$ cat src/rtl/serial_negate_unit.sv
// Multi-cycle pass / ones-complement / negate / abs unit working CHUNK bits per clock.
// A registered carry links consecutive chunks; valid/ready on both the operand and result ports.
module serial_negate_unit #(
    parameter int WIDTH = 32,
    parameter int CHUNK = 8
) (
    input  logic             clk,
    input  logic             rst_n,
    input  logic             in_valid,
    output logic             in_ready,
    input  logic [WIDTH-1:0] in_data,
    input  logic [1:0]       in_mode,
    output logic             out_valid,
    input  logic             out_ready,
    output logic [WIDTH-1:0] out_data,
    output logic             out_ovf,
    output logic             out_zero
);

    localparam int NCHUNK = WIDTH / CHUNK;
    localparam int CW     = (NCHUNK > 1) ? $clog2(NCHUNK) : 1;
    localparam logic [CW-1:0]    LAST_CHUNK = CW'(NCHUNK - 1);
    localparam logic [WIDTH-1:0] MIN_VAL    = {1'b1, {(WIDTH-1){1'b0}}};

    typedef enum logic [1:0] {IDLE, RUN, DONE} state_t;

    state_t           state_q, state_d;
    logic [WIDTH-1:0] x_q, x_d;
    logic [1:0]       mode_q, mode_d;
    logic             sign_q, sign_d;
    logic [CW-1:0]    cnt_q, cnt_d;
    logic             carry_q, carry_d;
    logic [WIDTH-1:0] res_q, res_d;
    logic [WIDTH-1:0] out_data_q, out_data_d;
    logic             ovf_q, ovf_d;
    logic             zero_q, zero_d;

    int unsigned      base;
    logic [CHUNK-1:0] chunk_x;
    logic [CHUNK-1:0] chunk_r;
    logic [CHUNK:0]   chunk_sum;
    logic             do_neg;
    logic [WIDTH-1:0] res_next;

    // NOTE: every combinational output gets a default first, so no path through the case infers a latch.
    always_comb begin
        state_d    = state_q;
        x_d        = x_q;
        mode_d     = mode_q;
        sign_d     = sign_q;
        cnt_d      = cnt_q;
        carry_d    = carry_q;
        res_d      = res_q;
        out_data_d = out_data_q;
        ovf_d      = ovf_q;
        zero_d     = zero_q;
        in_ready   = 1'b0;
        out_valid  = 1'b0;

        base      = int'(cnt_q) * CHUNK;
        chunk_x   = x_q[base +: CHUNK];
        chunk_sum = {1'b0, ~chunk_x} + {{CHUNK{1'b0}}, carry_q};
        do_neg    = (mode_q == 2'b10) || ((mode_q == 2'b11) && sign_q);
        if (do_neg)                chunk_r = chunk_sum[CHUNK-1:0];
        else if (mode_q == 2'b01)  chunk_r = ~chunk_x;
        else                       chunk_r = chunk_x;
        res_next = res_q;
        res_next[base +: CHUNK] = chunk_r;

        unique case (state_q)
            IDLE: begin
                in_ready = 1'b1;
                if (in_valid) begin
                    x_d     = in_data;
                    mode_d  = in_mode;
                    sign_d  = in_data[WIDTH-1];
                    cnt_d   = '0;
                    carry_d = 1'b1;  // the +1 of ~x+1 enters as carry into chunk 0
                    state_d = RUN;
                end
            end
            RUN: begin
                res_d   = res_next;
                carry_d = chunk_sum[CHUNK];
                cnt_d   = cnt_q + 1'b1;
                if (cnt_q == LAST_CHUNK) begin
                    out_data_d = res_next;
                    ovf_d      = mode_q[1] && (x_q == MIN_VAL);
                    zero_d     = (res_next == '0);
                    state_d    = DONE;
                end
            end
            DONE: begin
                out_valid = 1'b1;
                if (out_ready) state_d = IDLE;
            end
            default: state_d = IDLE;
        endcase
    end

    // NOTE: sequential state uses non-blocking assignments only; all registers reset so an abandoned operand leaves no trace.
    always_ff @(posedge clk or negedge rst_n) begin
        if (!rst_n) begin
            state_q    <= IDLE;
            x_q        <= '0;
            mode_q     <= '0;
            sign_q     <= 1'b0;
            cnt_q      <= '0;
            carry_q    <= 1'b0;
            res_q      <= '0;
            out_data_q <= '0;
            ovf_q      <= 1'b0;
            zero_q     <= 1'b0;
        end else begin
            state_q    <= state_d;
            x_q        <= x_d;
            mode_q     <= mode_d;
            sign_q     <= sign_d;
            cnt_q      <= cnt_d;
            carry_q    <= carry_d;
            res_q      <= res_d;
            out_data_q <= out_data_d;
            ovf_q      <= ovf_d;
            zero_q     <= zero_d;
        end
    end

    assign out_data = out_data_q;
    assign out_ovf  = ovf_q;
    assign out_zero = zero_q;

endmodule

$ cat config.mk
export PLATFORM = sky130hd
export DESIGN_NAME = serial_negate_unit
export DESIGN_NICKNAME = d
export VERILOG_FILES = /design/src/rtl/serial_negate_unit.sv
export SDC_FILE = /design/constraint.sdc
export NUM_CORES = 1
export LEC_CHECK = 0
export ABC_AREA = 1
export CORE_MARGIN = 2
export CORE_UTILIZATION = 30
export DETAILED_ROUTE_END_ITERATION = 16
export GPL_TIMING_DRIVEN = 0
export SYNTH_ARGS = -nofsm -noshare
export SYNTH_HDL_FRONTEND = slang
export SYNTH_SLANG_ARGS = --single-unit
$ cat constraint.sdc
create_clock -name clk -period 3.3 [get_ports clk]
set_input_delay 0.495 -clock clk [delete_from_list [all_inputs] [get_ports clk]]
set_output_delay 0.495 -clock clk [all_outputs]
set_load 0.005 [all_outputs]
# [Word-level counts from Yosys, hierarchy flattened]
# Cells that the tools add are included.
[totals] reg_bits=106 input_bits=38 output_inout_bits=36
[classes] add_sub_neg=3 n_eq_ne=10 shifts=3 mux=13 bitwise_logic=1 n_reduce_logical=10
[op_table] operator="$neg 5->34" n=1
[op_table] operator="$shift 8x34->32 const A" n=1
[op_table] operator="$shiftx 8x34->32" n=1
[op_table] operator="$bwmux 32" n=1
[op_table] operator="$eq 32x32->1 const B" n=1
[op_table] operator="$logic_not 32->1" n=1
[op_table] operator="$shiftx 32x6->8" n=1
[op_table] operator="$mux 8" n=2
[op_table] operator="$add 8x1->9" n=1
[op_table] operator="$eq 2x2->1 const B" n=4
[op_table] operator="$mux 2" n=4
[op_table] operator="$not 8->8" n=1
[op_table] operator="$ne 2x2->1 const B" n=3
[op_table] operator="$pmux 2 s3" n=1
[op_table] operator="$reduce_and 2->1" n=3
[op_table] operator="$eq 2x1->1 const B" n=2
[op_table] operator="$pmux 2 s2" n=1
[op_table] operator="$mux 1" n=3
[op_table] operator="$reduce_and 3->1" n=1
[op_table] operator="$add 2x1->2 const B" n=1
[op_table] operator="$logic_and 1x1->1" n=2
[op_table] operator="$logic_not 2->1" n=1
[op_table] operator="$pmux 1 s2" n=1
[op_table] operator="$reduce_bool 2->1" n=1
[op_table] operator="$logic_or 1x1->1" n=1

# [Longest topological paths before layout]
[logic_depth] ltp_word=7 depth_mapped=24

# [Worst setup path before layout]
# OpenSTA, ideal clock, no wires.
[synth_path] path_type="register -> register" start="register cnt_q[0]" end="register zero_q (netlist: out_zero)" setup_ps=66 arrival_ps=2326 required_ps=3234 slack_ps=908 stages_incl_launch_ff=19 cell_sequence="dfrtp_1 buf_6 inv_6 buf_6 nand2_1 nand3_1 nand2_1 ha_1 ha_1 or2_1 nand4_1 nor2_1 a21oi_1 nand3_1 nor2_1 nand2_1 nor2_1 nand3_1 nand2_1"
[synth_between] elab_chain_len=7 word_cells_on_any_way=12 classes_between="2 x add/sub; 1 x eq/ne; 3 x shift; 3 x mux; 1 x bitwise; 2 x reduce/logical"
[synth_lines] element="start: declaration" line="31" text="logic [CW-1:0] cnt_q, cnt_d;"
[synth_lines] element="start signal: assignment" line="119" text="cnt_q <= cnt_d;"
[synth_lines] element="$shiftx 32x6->8" line="61" text="chunk_x = x_q[base +: CHUNK];"
[synth_lines] element="$not 8->8" line="62, 65"
[synth_lines] element="$add 8x1->9 or $mux 8 (tied branches)" line="62, 65"
[synth_lines] element="$mux 8" line="64" text="if (do_neg) chunk_r = chunk_sum[CHUNK-1:0];"
[synth_lines] element="$shiftx 8x34->32" line="68" text="res_next[base +: CHUNK] = chunk_r;"
[synth_lines] element="$bwmux 32" line="68"
[synth_lines] element="$logic_not 32->1" line="89" text="zero_d = (res_next == '0);"
[synth_lines] element="end signal: assignment" line="124" text="zero_q <= zero_d;"
[synth_lines] element="end: declaration" line="36" text="logic zero_q, zero_d;"
# Several ways; a longest one is shown, not always the timed one.
# A chain may end at the register's enable or synchronous reset.

# [Final worst setup path]
# Ends and elaborated chain as after synthesis.

==> results by stage <==
Synthesis:
- By count the netlist is led by sky130_fd_sc_hd__nand2_1, sky130_fd_sc_hd__dfrtp_1, sky130_fd_sc_hd__o21ai_0, sky130_fd_sc_hd__inv_1, sky130_fd_sc_hd__nand3_1.
- The synthesized netlist cell count is about 700.
- Counting every net in the synthesized netlist gives about 730.
- Synthesis inferred 105 register bits.
- Summing every instance area after synthesis gives 5270 um^2.
- Dividing the synthesized area by the synthesized cell count gives 7.73 um^2.
- For this run, the leading register cell type out of synthesis is sky130_fd_sc_hd__dfrtp_1.
- The count of distinct cell types in the synthesized netlist is 36.
- The cell type with the highest aggregate area in the netlist is sky130_fd_sc_hd__dfrtp_1.
- The synthesized design contains 0 enable-type register cells.
- The share of synthesized area in the top cell type comes to 0.499.
- Sorting the synthesized cells by area gives the leading types as sky130_fd_sc_hd__dfrtp_1, sky130_fd_sc_hd__nand2_1, sky130_fd_sc_hd__o21ai_0.
- The Yosys step of the flow raised 0 warnings.
- The share of the Yosys chip area taken by registers is 0.499.
- The async set-reset flop share out of synthesis is 1.00.
- The most common cell in the synthesized netlist is sky130_fd_sc_hd__nand2_1.

Critical path:
- The capture point of the critical path is out_zero.
- The worst setup path is launched from a flop.
- Data on the critical path is required at its endpoint by about 3.6 ns.
- At the worst endpoint, the arrival time is ~3.3 ns.
- In this run the register-to-register setup slack is 0.35 ns.
- The worst setup path is captured at a flop.
- The critical path is of the flop to flop type.
- The most critical setup path has its startpoint at cnt_q[0].
- The largest fanout of any net on the critical path is 12.
- Counting cells, the worst reg-to-reg path comes to 23.
- The worst register-to-register path begins at cnt_q[0].
- In this run the critical register-to-register path is captured at out_zero.

Routing:
- In the routed layout, each cell is associated on average with a via count of ~4.7.
- The detailed-route wire length per cell is 14.5 um.
- The number of DRC violations after detailed routing is 0.
- For this block, the via count after detailed routing is 4685.
- The detailed-routing iteration count for the pre-antenna-repair pass is 4.
- In this run the remaining antenna-violating nets after routing total 0.
- The aggregate routed wire length is 14500 um.
- After the first detailed-routing iteration, the DRC count stood at around 290.

Timing:
- The final worst clock skew is 0.0102 ns.
- Across all setup checks in the final design, the least slack found is 0.345 ns.
- The slew of the pin with the lowest slew margin is 0.667 ns.
- The final-report hold violation count is 0.
- The highest achievable clock rate is around 340 MHz.
- The max-slew headroom at the worst pin is 0.555.
- The portion of the clock cycle consumed by the worst path in the final layout is 0.895.
- Setup violations remaining at the end of the flow were counted as 0.
- Setup repair after global routing left no endpoint under its margin.
- For the finished layout, the period the worst path requires is 2.95 ns.
- The max-slew violation total from the final report was 0.

Clocking:
- TritonCTS built the clock tree.
- The clock network latency to the later pin of the worst-skew pair is between 0.3 and 0.4 ns.
- The number of levels the H-tree was split into is 3.
- The longest clock path from root to sink contains 2 buffers.
- The library cell used as clock root buffer is sky130_fd_sc_hd__clkbuf_16.
- For this design, the CTS-stage hold fixing added 0 buffers.
- The number of buffers inserted by post-CTS setup repair is 0.
- In this run, post-CTS repair resized a total of 0 instances.
- Clock-pin slew was measured on the worst setup and hold paths at 0.07 ns.
- The CTS buffer count is 9.
- The number of sinks handled by clock tree synthesis is roughly 110.

Placed design:
- The number of buffer cells added on primary ports is 73.
- Prior to clock tree synthesis, the placed netlist has a worst setup slack of around 0.37 ns.
- At the end of routability-driven placement, the weighted congestion stood at 0.842.
- Detailed placement ended at an HPWL of about 11000 um.

Global route:
- The number of global-route vias before repair was approximately 4700.
- The number of antenna violations at the first check in global routing is 0.
- The first global-routing pass estimated 23800 um of wire.
- The total overflow left after global routing is 0.
- For this run, the total global-route usage over all layers was measured as 0.166.
- Entering global routing, the biggest net connects 63 pins.

Run:
- The tool flagged a number of max-cap violations equal to 0.

Power:
- VDD sags by at most 312 uV.
- The design internal power is 3730 uW.
- The sequential fraction of design power is 0.320.
- The power share of the clock group is 0.172.
- The share of total power consumed by net switching is 0.449.
- The portion of total power attributed to combinational logic is 0.508.
- Summing internal, switching and leakage power gives about 6800 uW.
- The power spent charging and discharging nets is 3030 uW.
- The power density over cell area is 1020 nW/um^2.
- The cell leakage power is between 0.003 and 0.004 uW.

Die:
- The core region is approximately 17000 um^2.
- In this run the horizontal extent of the chip is 137 um.
- In this run the vertical extent of the chip is between 100 and 150 um.
- 74 I/O pins were placed.
- After floorplanning, the core was divided into 48 placement rows.
- For this configuration, the core starts out at a cell density of 0.306.
- The area of the die is 18600 um^2.

Hold path:
- The path category of the worst min-delay check is input port to asynchronous set/reset pin.

Finish:
- The layout cell share with drive strength beyond 1 is 0.0687.
- The layout-stage area growth over the synthesis result is 25.7%.
- The layout has 1812 filler cells.
- Measured on the finished design, the core utilization comes to 0.384.
- For this run, the post-layout net count is just over 800.
- The count of antenna diodes in the layout is 0.

Run status:
- The run finished with clean final reports.
-- cell usage in the layout (no fill, tap or decap), drive strengths merged, types with 4 or more instances in the layout --
cell           instances
a21oi                  6
a31oi                  9
buf                    9
clkbuf                31
clkdlybuf4s50         72
dfrtp                105
ha                     8
inv                   58
nand2                282
nand3                 39
nand4                 22
nor2                  40
nor4                   6
o21a                   4
o21ai                 65
-- metal layers --
| metal | vias up | track usage | share of wire |
|---|---|---|---|
| met4 | 0 | 0.0625 | 0.021 |
| met5 | - | 0 | 0 |
| li1 | 2366 | - | - |
| met3 | 22 | 0.0263 | 0.042 |
| met1 | 2195 | 0.235 | 0.49 |
| met2 | 102 | 0.256 | 0.45 |
-- cells by family after synthesis --
group                    Yosys count  share of synthesized area
buffers and inverters             85                     0.0679
adder cells (fa/ha/maj)            8                     0.0190
flip-flops                       105                      0.499
AND/OR/NAND/NOR                  395                      0.322
AO/OA/AOI/OAI                     89                     0.0928
-- power groups by stage --
stage | clock (uW) | sequential (uW) | combinational, uW
3_5_place_dp | 0 | 2180 | 3440
3_3_place_gp | 0 | 2180 | 3370
5_1_grt | 1240 | 2230 | 3890
4_1_cts | 1190 | 2160 | 3450
2_1_floorplan | 0 | 2110 | 2260
6_report | 1170 | 2160 | 3430
-- critical path, cell delays in order, from the launching register on --
cell and delay [ns]:
sky130_fd_sc_hd__dfrtp_1 0.44, sky130_fd_sc_hd__buf_6 0.17, sky130_fd_sc_hd__inv_6 0.07, sky130_fd_sc_hd__buf_6 0.15
sky130_fd_sc_hd__nand2_1 0.06, sky130_fd_sc_hd__nand3_1 0.08, sky130_fd_sc_hd__nand2_1 0.08, sky130_fd_sc_hd__ha_1 0.20
sky130_fd_sc_hd__ha_1 0.22, sky130_fd_sc_hd__inv_1 0.08, sky130_fd_sc_hd__a21oi_1 0.06, sky130_fd_sc_hd__nand2_1 0.06
sky130_fd_sc_hd__nand2_1 0.13, sky130_fd_sc_hd__nand2_1 0.14, sky130_fd_sc_hd__nand3_1 0.11, sky130_fd_sc_hd__nor2_1 0.15
sky130_fd_sc_hd__nand2_1 0.06, sky130_fd_sc_hd__nor2_1 0.11, sky130_fd_sc_hd__nand2_1 0.06, sky130_fd_sc_hd__nor2_1 0.09
sky130_fd_sc_hd__nand3_1 0.07, sky130_fd_sc_hd__nor2_1 0.13, sky130_fd_sc_hd__nand3_1 0.11, sky130_fd_sc_hd__nand2_1 0.07
-- final cells by class --
class | count | area, um^2 | area share
clock inverters | 6 | 90.1 | 0.0136
flip-flops and latches | 105 | 2630 | 0.397
multi-input cells | 492 | 2280 | 0.345
repair buffers | 74 | 756 | 0.114
well taps | 225 | 282 | 0.0425
inverters | 57 | 221 | 0.0334
clock buffers | 10 | 229 | 0.0346
plain buffers | 28 | 136 | 0.0206
-- flip-flops by register name (all words and copies together), names as in the netlist --
name,count
out_data,32
res_q,32
x_q,32
cnt_q,2
mode_q,2
state_q,2
carry_q,1
out_ovf,1
out_zero,1
-- stage by stage --
step	hold slack, ns	instance area, um^2	TNS (ns)	std cells
final	0.137	6630	0	997
after global placement	0.468	6280	-257.80	980
after detailed placement	0.470	6310	0	981
after floorplan	0.199	5270	0	682
after global routing	0.188	6630	0	997
after CTS	0.159	6630	0	997
-- worst min-delay path by stage --
stage                         endpoint  slack, ns  depth (start not counted)
after global placement     out_data[1]       0.47                          2
after detailed placement  out_data[18]       0.47                          2
after floorplan                carry_q       0.20                          0
after CTS                 out_data[27]       0.16                          1
after global routing      out_data[27]       0.19                          1
final                     out_data[27]       0.14                          1
Note: power is estimated with default switching activity, not from simulation.
